File: src/rtl/md_pkg.sv
// Shared types and helpers for the iterative multiply/divide unit.
// Optional feature macro used by the top: MD_SINGLE_CYCLE_MUL_EN.
package md_pkg;

    typedef enum logic [1:0] {
        IDLE = 2'd0,
        CALC = 2'd1,
        FIX  = 2'd2,
        DONE = 2'd3
    } md_state_e;

    localparam logic MD_OP_MUL = 1'b0;
    localparam logic MD_OP_DIV = 1'b1;

    // Bits needed to count 0..value-1 (minimum 1).
    function automatic int unsigned clog2(input int unsigned value);
        int unsigned r;
        r = 1;
        for (int unsigned i = 1; i < 32; i++) begin
            if ((32'd1 << i) < value) r = i + 1;
        end
        return r;
    endfunction

endpackage

File: src/rtl/mult_div_iter_if.sv
// Request/response bundle between the execute stage and the multiply/divide unit.
interface mult_div_iter_if #(parameter int unsigned WIDTH = 32);

    logic             start;
    logic             op_div;
    logic             is_signed;
    logic [WIDTH-1:0] src1;
    logic [WIDTH-1:0] src2;
    logic             cancel;
    logic             busy;
    logic             done;
    logic [WIDTH-1:0] result_hi;
    logic [WIDTH-1:0] result_lo;
    logic             div_by_zero;

    modport master (
        output start, op_div, is_signed, src1, src2, cancel,
        input  busy, done, result_hi, result_lo, div_by_zero
    );

    modport slave (
        input  start, op_div, is_signed, src1, src2, cancel,
        output busy, done, result_hi, result_lo, div_by_zero
    );

endinterface

File: src/rtl/md_div_step.sv
// One combinational restoring-divide step: shift in a dividend bit, trial-subtract.
module md_div_step #(
    parameter int unsigned WIDTH = 32
) (
    input  logic [WIDTH:0]   rem_in,
    input  logic [WIDTH-1:0] divisor,
    input  logic             dividend_bit,
    output logic [WIDTH:0]   rem_out,
    output logic             q_bit
);

    logic [WIDTH:0] shifted;
    logic [WIDTH:0] diff;

    always_comb begin
        shifted = {rem_in[WIDTH-1:0], dividend_bit};
        diff    = shifted - {1'b0, divisor};
        // A set top bit means the true shifted value exceeds any WIDTH-bit divisor.
        q_bit   = rem_in[WIDTH] | (shifted >= {1'b0, divisor});
        rem_out = q_bit ? diff : shifted;
    end

endmodule

File: src/rtl/mult_div_iter.sv
// WIDTH-generic iterative multiply/divide with start/busy/done handshake and cancel.
// Define MD_SINGLE_CYCLE_MUL_EN for a single registered multiplier (IDLE -> DONE).
module mult_div_iter
    import md_pkg::*;
#(
    parameter int unsigned WIDTH = 32
) (
    input  logic           clk,
    input  logic           reset,
    mult_div_iter_if.slave bus
);

    localparam int unsigned CW = clog2(WIDTH);

    md_state_e state_q, state_d;

    logic [CW-1:0]      cnt_q;
    logic               op_q;
    logic               neg_res_q;
    logic               neg_rem_q;
    logic               dz_q;
    logic [WIDTH-1:0]   opnd_q;
    logic [WIDTH-1:0]   src1_raw_q;
    logic [2*WIDTH-1:0] acc_q;
    logic [WIDTH:0]     rem_q;

    logic [WIDTH-1:0]   res_hi_q;
    logic [WIDTH-1:0]   res_lo_q;
    logic               res_dz_q;

    logic               accept;
    logic               last_iter;
    logic               busy;
    logic               done;

    logic               a_neg;
    logic               b_neg;
    logic [WIDTH-1:0]   a_mag;
    logic [WIDTH-1:0]   b_mag;

    logic [WIDTH:0]     mul_sum;
    logic [WIDTH:0]     rem_nx;
    logic               q_bit;
    logic [2*WIDTH-1:0] prod_fix;
    logic [WIDTH-1:0]   quo_fix;
    logic [WIDTH-1:0]   rem_fix;

`ifdef MD_SINGLE_CYCLE_MUL_EN
    logic [2*WIDTH-1:0] a_ext;
    logic [2*WIDTH-1:0] b_ext;
    logic [2*WIDTH-1:0] prod_sc;

    // Low 2*WIDTH bits of the extended product are right for both sign modes.
    always_comb begin
        a_ext   = {{WIDTH{bus.is_signed & bus.src1[WIDTH-1]}}, bus.src1};
        b_ext   = {{WIDTH{bus.is_signed & bus.src2[WIDTH-1]}}, bus.src2};
        prod_sc = a_ext * b_ext;
    end
`endif

    assign accept    = (state_q == IDLE) && bus.start && !bus.cancel;
    assign last_iter = (cnt_q == CW'(WIDTH - 1));

    always_comb begin
        a_neg = bus.is_signed & bus.src1[WIDTH-1];
        b_neg = bus.is_signed & bus.src2[WIDTH-1];
        a_mag = a_neg ? -bus.src1 : bus.src1;
        b_mag = b_neg ? -bus.src2 : bus.src2;
    end

    always_ff @(posedge clk) begin
        if (reset) state_q <= IDLE;
        else       state_q <= state_d;
    end

    always_comb begin
        state_d = state_q;
        busy    = (state_q != IDLE);
        done    = (state_q == DONE);
        case (state_q)
            IDLE: begin
                if (accept) begin
`ifdef MD_SINGLE_CYCLE_MUL_EN
                    state_d = (bus.op_div == MD_OP_DIV) ? CALC : DONE;
`else
                    state_d = CALC;
`endif
                end
            end
            CALC:    if (last_iter) state_d = FIX;
            FIX:     state_d = DONE;
            DONE:    state_d = IDLE;
            default: state_d = IDLE;
        endcase
        if (bus.cancel) state_d = IDLE;
    end

    // Multiply keeps multiplier in acc low half and shifts the sum in from the top.
    always_comb begin
        mul_sum = {1'b0, acc_q[2*WIDTH-1:WIDTH]} + (acc_q[0] ? {1'b0, opnd_q} : '0);
    end

    md_div_step #(.WIDTH(WIDTH)) u_div_step (
        .rem_in       (rem_q),
        .divisor      (opnd_q),
        .dividend_bit (acc_q[WIDTH-1]),
        .rem_out      (rem_nx),
        .q_bit        (q_bit)
    );

    always_comb begin
        prod_fix = neg_res_q ? -acc_q : acc_q;
        quo_fix  = neg_res_q ? -acc_q[WIDTH-1:0] : acc_q[WIDTH-1:0];
        rem_fix  = neg_rem_q ? -rem_q[WIDTH-1:0] : rem_q[WIDTH-1:0];
    end

    always_ff @(posedge clk) begin
        if (reset) begin
            cnt_q      <= '0;
            op_q       <= MD_OP_MUL;
            neg_res_q  <= 1'b0;
            neg_rem_q  <= 1'b0;
            dz_q       <= 1'b0;
            opnd_q     <= '0;
            src1_raw_q <= '0;
            acc_q      <= '0;
            rem_q      <= '0;
            res_hi_q   <= '0;
            res_lo_q   <= '0;
            res_dz_q   <= 1'b0;
        end else begin
            if (accept) begin
                cnt_q      <= '0;
                op_q       <= bus.op_div;
                neg_res_q  <= a_neg ^ b_neg;
                neg_rem_q  <= a_neg;
                dz_q       <= (bus.src2 == '0);
                src1_raw_q <= bus.src1;
                rem_q      <= '0;
                if (bus.op_div == MD_OP_DIV) begin
                    opnd_q <= b_mag;
                    acc_q  <= {{WIDTH{1'b0}}, a_mag};
                end else begin
                    opnd_q <= a_mag;
                    acc_q  <= {{WIDTH{1'b0}}, b_mag};
                end
`ifdef MD_SINGLE_CYCLE_MUL_EN
                if (bus.op_div == MD_OP_MUL) begin
                    res_hi_q <= prod_sc[2*WIDTH-1:WIDTH];
                    res_lo_q <= prod_sc[WIDTH-1:0];
                    res_dz_q <= 1'b0;
                end
`endif
            end else if (state_q == CALC) begin
                cnt_q <= last_iter ? '0 : cnt_q + 1'b1;
                if (op_q == MD_OP_DIV) begin
                    rem_q <= rem_nx;
                    acc_q <= {acc_q[2*WIDTH-1:WIDTH], acc_q[WIDTH-2:0], q_bit};
                end else begin
                    acc_q <= {mul_sum, acc_q[WIDTH-1:1]};
                end
            end else if ((state_q == FIX) && !bus.cancel) begin
                if (op_q == MD_OP_MUL) begin
                    res_hi_q <= prod_fix[2*WIDTH-1:WIDTH];
                    res_lo_q <= prod_fix[WIDTH-1:0];
                    res_dz_q <= 1'b0;
                end else if (dz_q) begin
                    res_hi_q <= src1_raw_q;
                    res_lo_q <= '1;
                    res_dz_q <= 1'b1;
                end else begin
                    res_hi_q <= rem_fix;
                    res_lo_q <= quo_fix;
                    res_dz_q <= 1'b0;
                end
            end
        end
    end

    assign bus.busy        = busy;
    assign bus.done        = done;
    assign bus.result_hi   = res_hi_q;
    assign bus.result_lo   = res_lo_q;
    assign bus.div_by_zero = res_dz_q;

endmodule

File: src/flat_wrapper.sv
// flat-port wrapper written by rule: the top's interface ports become plain ports
module mult_div_iter_flat import md_pkg::*;
#(
    parameter int unsigned WIDTH = 32
)
  (clk, reset, bus_start, bus_op_div, bus_is_signed, bus_src1, bus_src2, bus_cancel, bus_busy, bus_done, bus_result_hi, bus_result_lo, bus_div_by_zero);
  mult_div_iter_if #(.WIDTH(WIDTH)) bus_i ();
  input  logic clk;
  input  logic reset;
  input wire logic [$bits(bus_i.start)-1:0] bus_start;
  input wire logic [$bits(bus_i.op_div)-1:0] bus_op_div;
  input wire logic [$bits(bus_i.is_signed)-1:0] bus_is_signed;
  input wire logic [$bits(bus_i.src1)-1:0] bus_src1;
  input wire logic [$bits(bus_i.src2)-1:0] bus_src2;
  input wire logic [$bits(bus_i.cancel)-1:0] bus_cancel;
  output wire logic [$bits(bus_i.busy)-1:0] bus_busy;
  output wire logic [$bits(bus_i.done)-1:0] bus_done;
  output wire logic [$bits(bus_i.result_hi)-1:0] bus_result_hi;
  output wire logic [$bits(bus_i.result_lo)-1:0] bus_result_lo;
  output wire logic [$bits(bus_i.div_by_zero)-1:0] bus_div_by_zero;
  assign bus_i.start = bus_start;
  assign bus_i.op_div = bus_op_div;
  assign bus_i.is_signed = bus_is_signed;
  assign bus_i.src1 = bus_src1;
  assign bus_i.src2 = bus_src2;
  assign bus_i.cancel = bus_cancel;
  assign bus_busy = bus_i.busy;
  assign bus_done = bus_i.done;
  assign bus_result_hi = bus_i.result_hi;
  assign bus_result_lo = bus_i.result_lo;
  assign bus_div_by_zero = bus_i.div_by_zero;
  mult_div_iter #(.WIDTH(WIDTH)) u_core (.clk(clk), .reset(reset), .bus(bus_i));
endmodule
File: config.mk
export PLATFORM = sky130hd
export DESIGN_NAME = mult_div_iter_flat
export DESIGN_NICKNAME = d
export VERILOG_FILES = /design/src/rtl/md_pkg.sv /design/src/rtl/mult_div_iter_if.sv /design/src/rtl/md_div_step.sv /design/src/rtl/mult_div_iter.sv /design/src/flat_wrapper.sv
export SDC_FILE = /design/constraint.sdc
export NUM_CORES = 1
export LEC_CHECK = 0
export ABC_AREA = 0
export CAP_MARGIN = 20
export CORE_MARGIN = 2
export CORE_UTILIZATION = 60
export DETAILED_ROUTE_END_ITERATION = 6
export GPL_ROUTABILITY_DRIVEN = 0
export PLACE_DENSITY = 0.87
export SETUP_SLACK_MARGIN = 0.4
export SLEW_MARGIN = 20
export SYNTH_ARGS = -nofsm -noshare
export SYNTH_HDL_FRONTEND = slang
export SYNTH_SLANG_ARGS = --single-unit
File: constraint.sdc
create_clock -name clk -period 4.63 [get_ports clk]
set_clock_uncertainty 0.05 [all_clocks]
set_input_delay 0.463 -clock clk [delete_from_list [all_inputs] [get_ports clk]]
set_output_delay 0.463 -clock clk [all_outputs]
set_load 0.02 [all_outputs]
Word level (Yosys, flattened, before mapping)
Cells that the tools add are included.
Storage, ports and cells
  flip-flop bits (word level): 237
  input bits: 70
Cells by class
  add/subtract/negate cells: 8
  magnitude comparators: 1
  eq/ne operators: 7
  muxes and demuxes: 22
  bitwise logic cells: 6
  reduce and logical (&&, ||, !) cells: 14
Operators by type and width (number)
  $mux W32: 11
  $mux W64: 4
  $neg A32 Y32: 4
  $neg A64 Y64: 1
  $add A32 B33 Y33: 1
  $ge A33 B32 Y1: 1
  $mux W33: 1
  $sub A33 B32 Y33: 1
  $logic_not A32 Y1: 1
  $pmux W2 S4: 1
  $reduce_and A2 Y1: 3
  $add A5 B1 Y5 const B: 1
  $eq A5 B5 Y1 const B: 1
  $mux W5: 1
  $eq A2 B2 Y1 const B: 2
  $mux W2: 2
  $ne A2 B1 Y1 const B: 2
  $reduce_bool A2 Y1: 2
  $reduce_or A2 Y1: 2
  $logic_and A1 B1 Y1: 3
  $reduce_and A3 Y1: 1
  $and A1 B1 Y1: 2
  $eq A2 B1 Y1 const B: 1
  $logic_not A2 Y1: 1
  6 further kinds: 8

Longest topological paths before layout
  depth in word-level cells: 5
  depth in mapped cells: 14
  gate-level depth less buffers: 13

By module
A second synthesis with hierarchy kept.
Second synthesis, totals
  cells, all modules: 2349
  area, all modules: 17352.9 um2
By module, submodules not included
  mult_div_iter: instances 1, cells each 2007, area each 15090.7 um2, sequential area each 4744.6 um2
  md_div_step: instances 1, cells each 342, area each 2262.2 um2, sequential area each 0.0 um2

Worst setup path before layout
No wires, ideal clock.
  kind: reg2reg
  start point: register u_core.acc_q[12]
  end point: register u_core.res_hi_q[30], in the netlist u_core.bus.result_hi[30]
  library setup time: 91 ps
  arrival: 3229 ps
  slack: 1261 ps
  stages on the path, launching flop included: 13
  period minus slack after synthesis: 3369 ps
  path through: dfxtp_1 > buf_6 > or4_4 > or4b_4 > or4b_1 > buf_2 > nand3b_4 > or2_1 > buf_2 > o21ai_1 > xnor2_1 > nand2_1 > a311oi_1
Between the ends
  longest elaborated chain between the ends: 3
RTL lines
  start, declared: RTL line mult_div_iter.sv:24  | logic [2*WIDTH-1:0] acc_q;
  start signal, assigned: RTL line mult_div_iter.sv:142  | acc_q <= {{WIDTH{1'b0}}, a_mag};
  start signal, assigned: RTL line mult_div_iter.sv:145  | acc_q <= {{WIDTH{1'b0}}, b_mag};
  start signal, assigned: RTL line mult_div_iter.sv:158  | acc_q <= {acc_q[2*WIDTH-1:WIDTH], acc_q[WIDTH-2:0], q_bit};
  $neg A64 Y64: RTL line mult_div_iter.sv:112  | prod_fix = neg_res_q ? -acc_q : acc_q;
  $mux W64: RTL line mult_div_iter.sv:112
  $mux W32: RTL line mult_div_iter.sv:163  | if (op_q == MD_OP_MUL) begin
  end signal, assigned: RTL line mult_div_iter.sv:164  | res_hi_q <= prod_fix[2*WIDTH-1:WIDTH];
  end signal, assigned: RTL line mult_div_iter.sv:168  | res_hi_q <= src1_raw_q;
  end signal, assigned: RTL line mult_div_iter.sv:172  | res_hi_q <= rem_fix;
  end, declared: RTL line mult_div_iter.sv:27  | logic [WIDTH-1:0] res_hi_q;
No other way between the ends.
A chain may end at the register's enable or synchronous reset.

Worst setup path after layout
  start point: register u_core.acc_q[0]
  end point: register u_core.acc_q[57]
Between the ends
  longest elaborated chain between the ends: 5
RTL lines
  $mux W32: RTL line mult_div_iter.sv:100  | mul_sum = {1'b0, acc_q[2*WIDTH-1:WIDTH]} + (acc_q[0] ? {1'b0, opnd_q} : '0);
  $add A32 B33 Y33: RTL line mult_div_iter.sv:100
  $mux W64: RTL line mult_div_iter.sv:156  | if (op_q == MD_OP_DIV) begin
  $mux W64: RTL line mult_div_iter.sv:154  | end else if (state_q == CALC) begin
  $mux W64: RTL line mult_div_iter.sv:132  | if (accept) begin
No other way between the ends. The select of a mux whose other input is x is not followed.

==> results.toml <==
[run_status]
status = "finished, final reports clean"

[logic_synthesis]
synth_flop_cell = "dfxtp_1"
yosys_warnings = 0
synth_edf_count = 0
async_reset_ff_share_pct = 0
ys_seq_area_share_pct = 28.1
syn-cell-area_um2 = 16900
avgSynthCellArea_um2 = 7.36
synth-adder-area-share_pct = 5.79
ys_ff_latch = 237
synth-compound-area-share_pct = 26.8
yosys.area_share.simple_pct = 21.5
synth_top_family_by_area = "compound AO/OA/AOI/OAI gates"
synth_cell_types = 75
synthMuxAreaShare_pct = 3.62
syn_nets = 2444
synthCells = 2297
synth_xor_area_share_pct = 9.12

[critical_path]
startpoint = "u_core.acc_q[0]"
cp.arrival_ns = 4.39
cp_data_required_time_ns = 5.01
reg2reg_slack_ns = 0.62
path_cells = "clkinvlp_4 -> nor2_1 -> ha_1 -> nand2_1 -> nor2_1 -> o211ai_1 -> o21ai_0 -> a31oi_1 -> o31a_1 -> o21ai_0 -> and2_1 -> o31ai_1"
worst_r2r_path_depth = 12
crit_buf_inv = 1
timing.rr.start = "u_core.acc_q[0]"
critical_path.top_delay_family = "compound AO/OA/AOI/OAI gates"
rr_endpoint = "u_core.acc_q[57]"
path_class = "reg -> reg"
crit_slowest_cell = "nor2_1"
end_kind = "flop"
start_kind = "flop"
critPathMaxStageDelay_ns = 0.54
crit_path_max_fanout = 20

[floorplanning]
coreArea_um2 = 27800
num_io_pins = 137
die_area_um2 = 29500
fp.dieW_um = 172
initial_utilization_pct = 60.8
row_count = 61
die_h_um = 172

[grt]
grt_overflow = 0
grt_pass1_vias = 16500
grt_usage_pct = 39.0
grt_max_degree = 88
grt_first_pass_wirelength_um = 90400
antenna_found_initial = 2

[routing]
vias = 18400
drtAntennaViolNets = 0
route.detailed.drc = 0
wire_per_inst_um = 21.8
vias_per_cell = 6.74
drt-initial-drc-count = 2695
postRouteWirelength_um = 59400
dr.pass1.iters = 6

[final_layout]
area_growth_pct = 14.3
layout.nets = 2477
mostFrequentLayoutCells = "306 x nand2_1, 235 x dfxtp_1, 234 x a21oi_1"
drive_gt1_share_pct = 4.56
final_common_cell = "nand2_1"

[sta]
fin_crit_sh_pct = 86.5
grt_setup_unrepaired = "no"
slew_headroom_pct = 24.7
slew_violations = 0
finalHoldViolCount = 0
timing.hold.ws_ns = 0.322
tns_ns = 0
setup_viol = 0
worst_pin_slew_ns = 1.13
fin_crit_ns = 4.01
max_freq_mhz = 250

[power]
power_density_nw_per_um2 = 295
peakVddDrop_uv = 301
p_leak_uw = 0.00716

[placement]
hpwl_um = 43400
portBuffers = 136

[clock_tree]
numClockSinks = 237
htree_levels = 1
cts_tree = "yes"
cts_setup_buffers = 0
clk_pin_slew_ns = 0.06
cts-root-buf = "clkbuf_16"
cts_made_buffers = 28
clock_latency_ns = 0.57
clk_path_buf_depth = 3

[run]
maxCapViolations = 0

[worst_hold_path]
min_from = "reset"
whs_endpoint = "u_core.bus.result_hi[7]"
min_path_cells = 2
hold_class = "in -> reg"
through the flow:
stage               std cells  util [%]  total power (uW)  setup WS, ns  cell area [um^2]
CTS                      2727      69.5              5620         0.684             19300
floorplan                2297         -              2980          1.26             16900
global route             2727      69.5              5840         0.480             19300
finish                   2728      69.5              5700         0.624             19300
global placement         2678      66.1              3320         0.831             18400
detailed placement       2678      66.1              3360         0.751             18400
kinds of logic after synthesis:
kind of cell,after synthesis
buffers and inverters,227
xor gates and xnor gates,176
AOI/OAI and AO/OA,719
and+or+nand+nor,800
DFF,237
adders and majority gates,77
muxes,61
power breakdown:
group	total [uW]	internal (uW)	leakage [uW]	switching [uW]
Combinational	1190	431	0.00477	755
Sequential	2200	2100	0.00192	90.7
Clock	2320	1390	0.000471	927
Total	5700	3930	0.00716	1770
synthesized netlist by cell type, types with 5 or more instances:
master / number / area (um^2)
o21ai_0: 154 / 771
or3_1: 19 / 119
nor4_1: 23 / 144
nand4_1: 16 / 100
buf_2: 6 / 30.0
a21o_1: 25 / 188
mux2i_1: 60 / 601
nor3_1: 43 / 215
o41ai_1: 22 / 193
a21oi_1: 234 / 1170
a211o_1: 5 / 43.8
xnor2_1: 89 / 780
nor2b_1: 16 / 100
and3_1: 15 / 93.8
or4_1: 16 / 120
o22ai_1: 27 / 169
nand3_1: 50 / 250
or2_2: 10 / 62.6
o211ai_1: 50 / 375
o21a_1: 13 / 97.6
a31oi_1: 17 / 106
xor2_1: 87 / 762
and2_1: 9 / 56.3
buf_1: 20 / 75.1
ha_1: 75 / 938
dfxtp_1: 237 / 4740
a22o_1: 5 / 43.8
clkbuf_1: 134 / 503
o221ai_1: 17 / 149
o31ai_1: 34 / 255
nand3b_1: 8 / 60.1
nor2_1: 232 / 871
o311ai_0: 9 / 78.8
nand2b_1: 23 / 144
a211oi_1: 49 / 368
inv_1: 65 / 244
a311oi_1: 9 / 78.8
nand2_1: 306 / 1150
registers in the layout, indices dropped and copies added, names as in the netlist, 2 cells and up:
name	cells
u_core.bus.result_hi	32
u_core.rem_q	33
u_core.state_q	2
u_core.acc_q	64
u_core.bus.result_lo	32
u_core.src1_raw_q	32
u_core.opnd_q	32
u_core.cnt_q	5
layer usage:
layer  global-route usage, %  routed length, um  vias up
met3                    12.3               9070      276
met4                    21.3               3810        2
met1                    50.1              21900     8505
met2                    58.0              24600     1302
met5                       0                 14        -
li1                        -                  -     8315
how the worst max path moves through the flow:
stage,cells past startpoint,slack (ns),endpoint
floorplan,12,1.26,u_core.bus.result_hi[30]
global placement,12,0.83,u_core.acc_q[57]
global route,12,0.48,u_core.acc_q[61]
CTS,12,0.68,u_core.acc_q[57]
finish,12,0.62,u_core.acc_q[57]
detailed placement,12,0.75,u_core.acc_q[57]
worst register-to-register path, stage by stage (launching register included):
cell        delay, ns
dfxtp_1          0.50
clkinvlp_4       0.49
nor2_1           0.55
ha_1             0.27
nand2_1          0.12
nor2_1           0.16
o211ai_1         0.11
o21ai_0          0.45
a31oi_1          0.25
o31a_1           0.38
o21ai_0          0.29
and2_1           0.18
o31ai_1          0.07
final cells by class:
class / count / area, um^2
multi-input cells: 1833 / 11300
flip-flops and latches: 237 / 4750
inverters: 66 / 251
repair buffers: 164 / 1580
well taps: 378 / 473
clock inverters: 12 / 173
clock buffers: 37 / 774
diodes: 1 / 2.50
fillers: 2236 / 8460
timing repair:
action | 4_1_cts | 5_1_grt
hold buffers | 0 | 0
resized for setup | 0 | 1
setup endpoints to repair | 0 | 3
(Power assumes the default switching activity.)
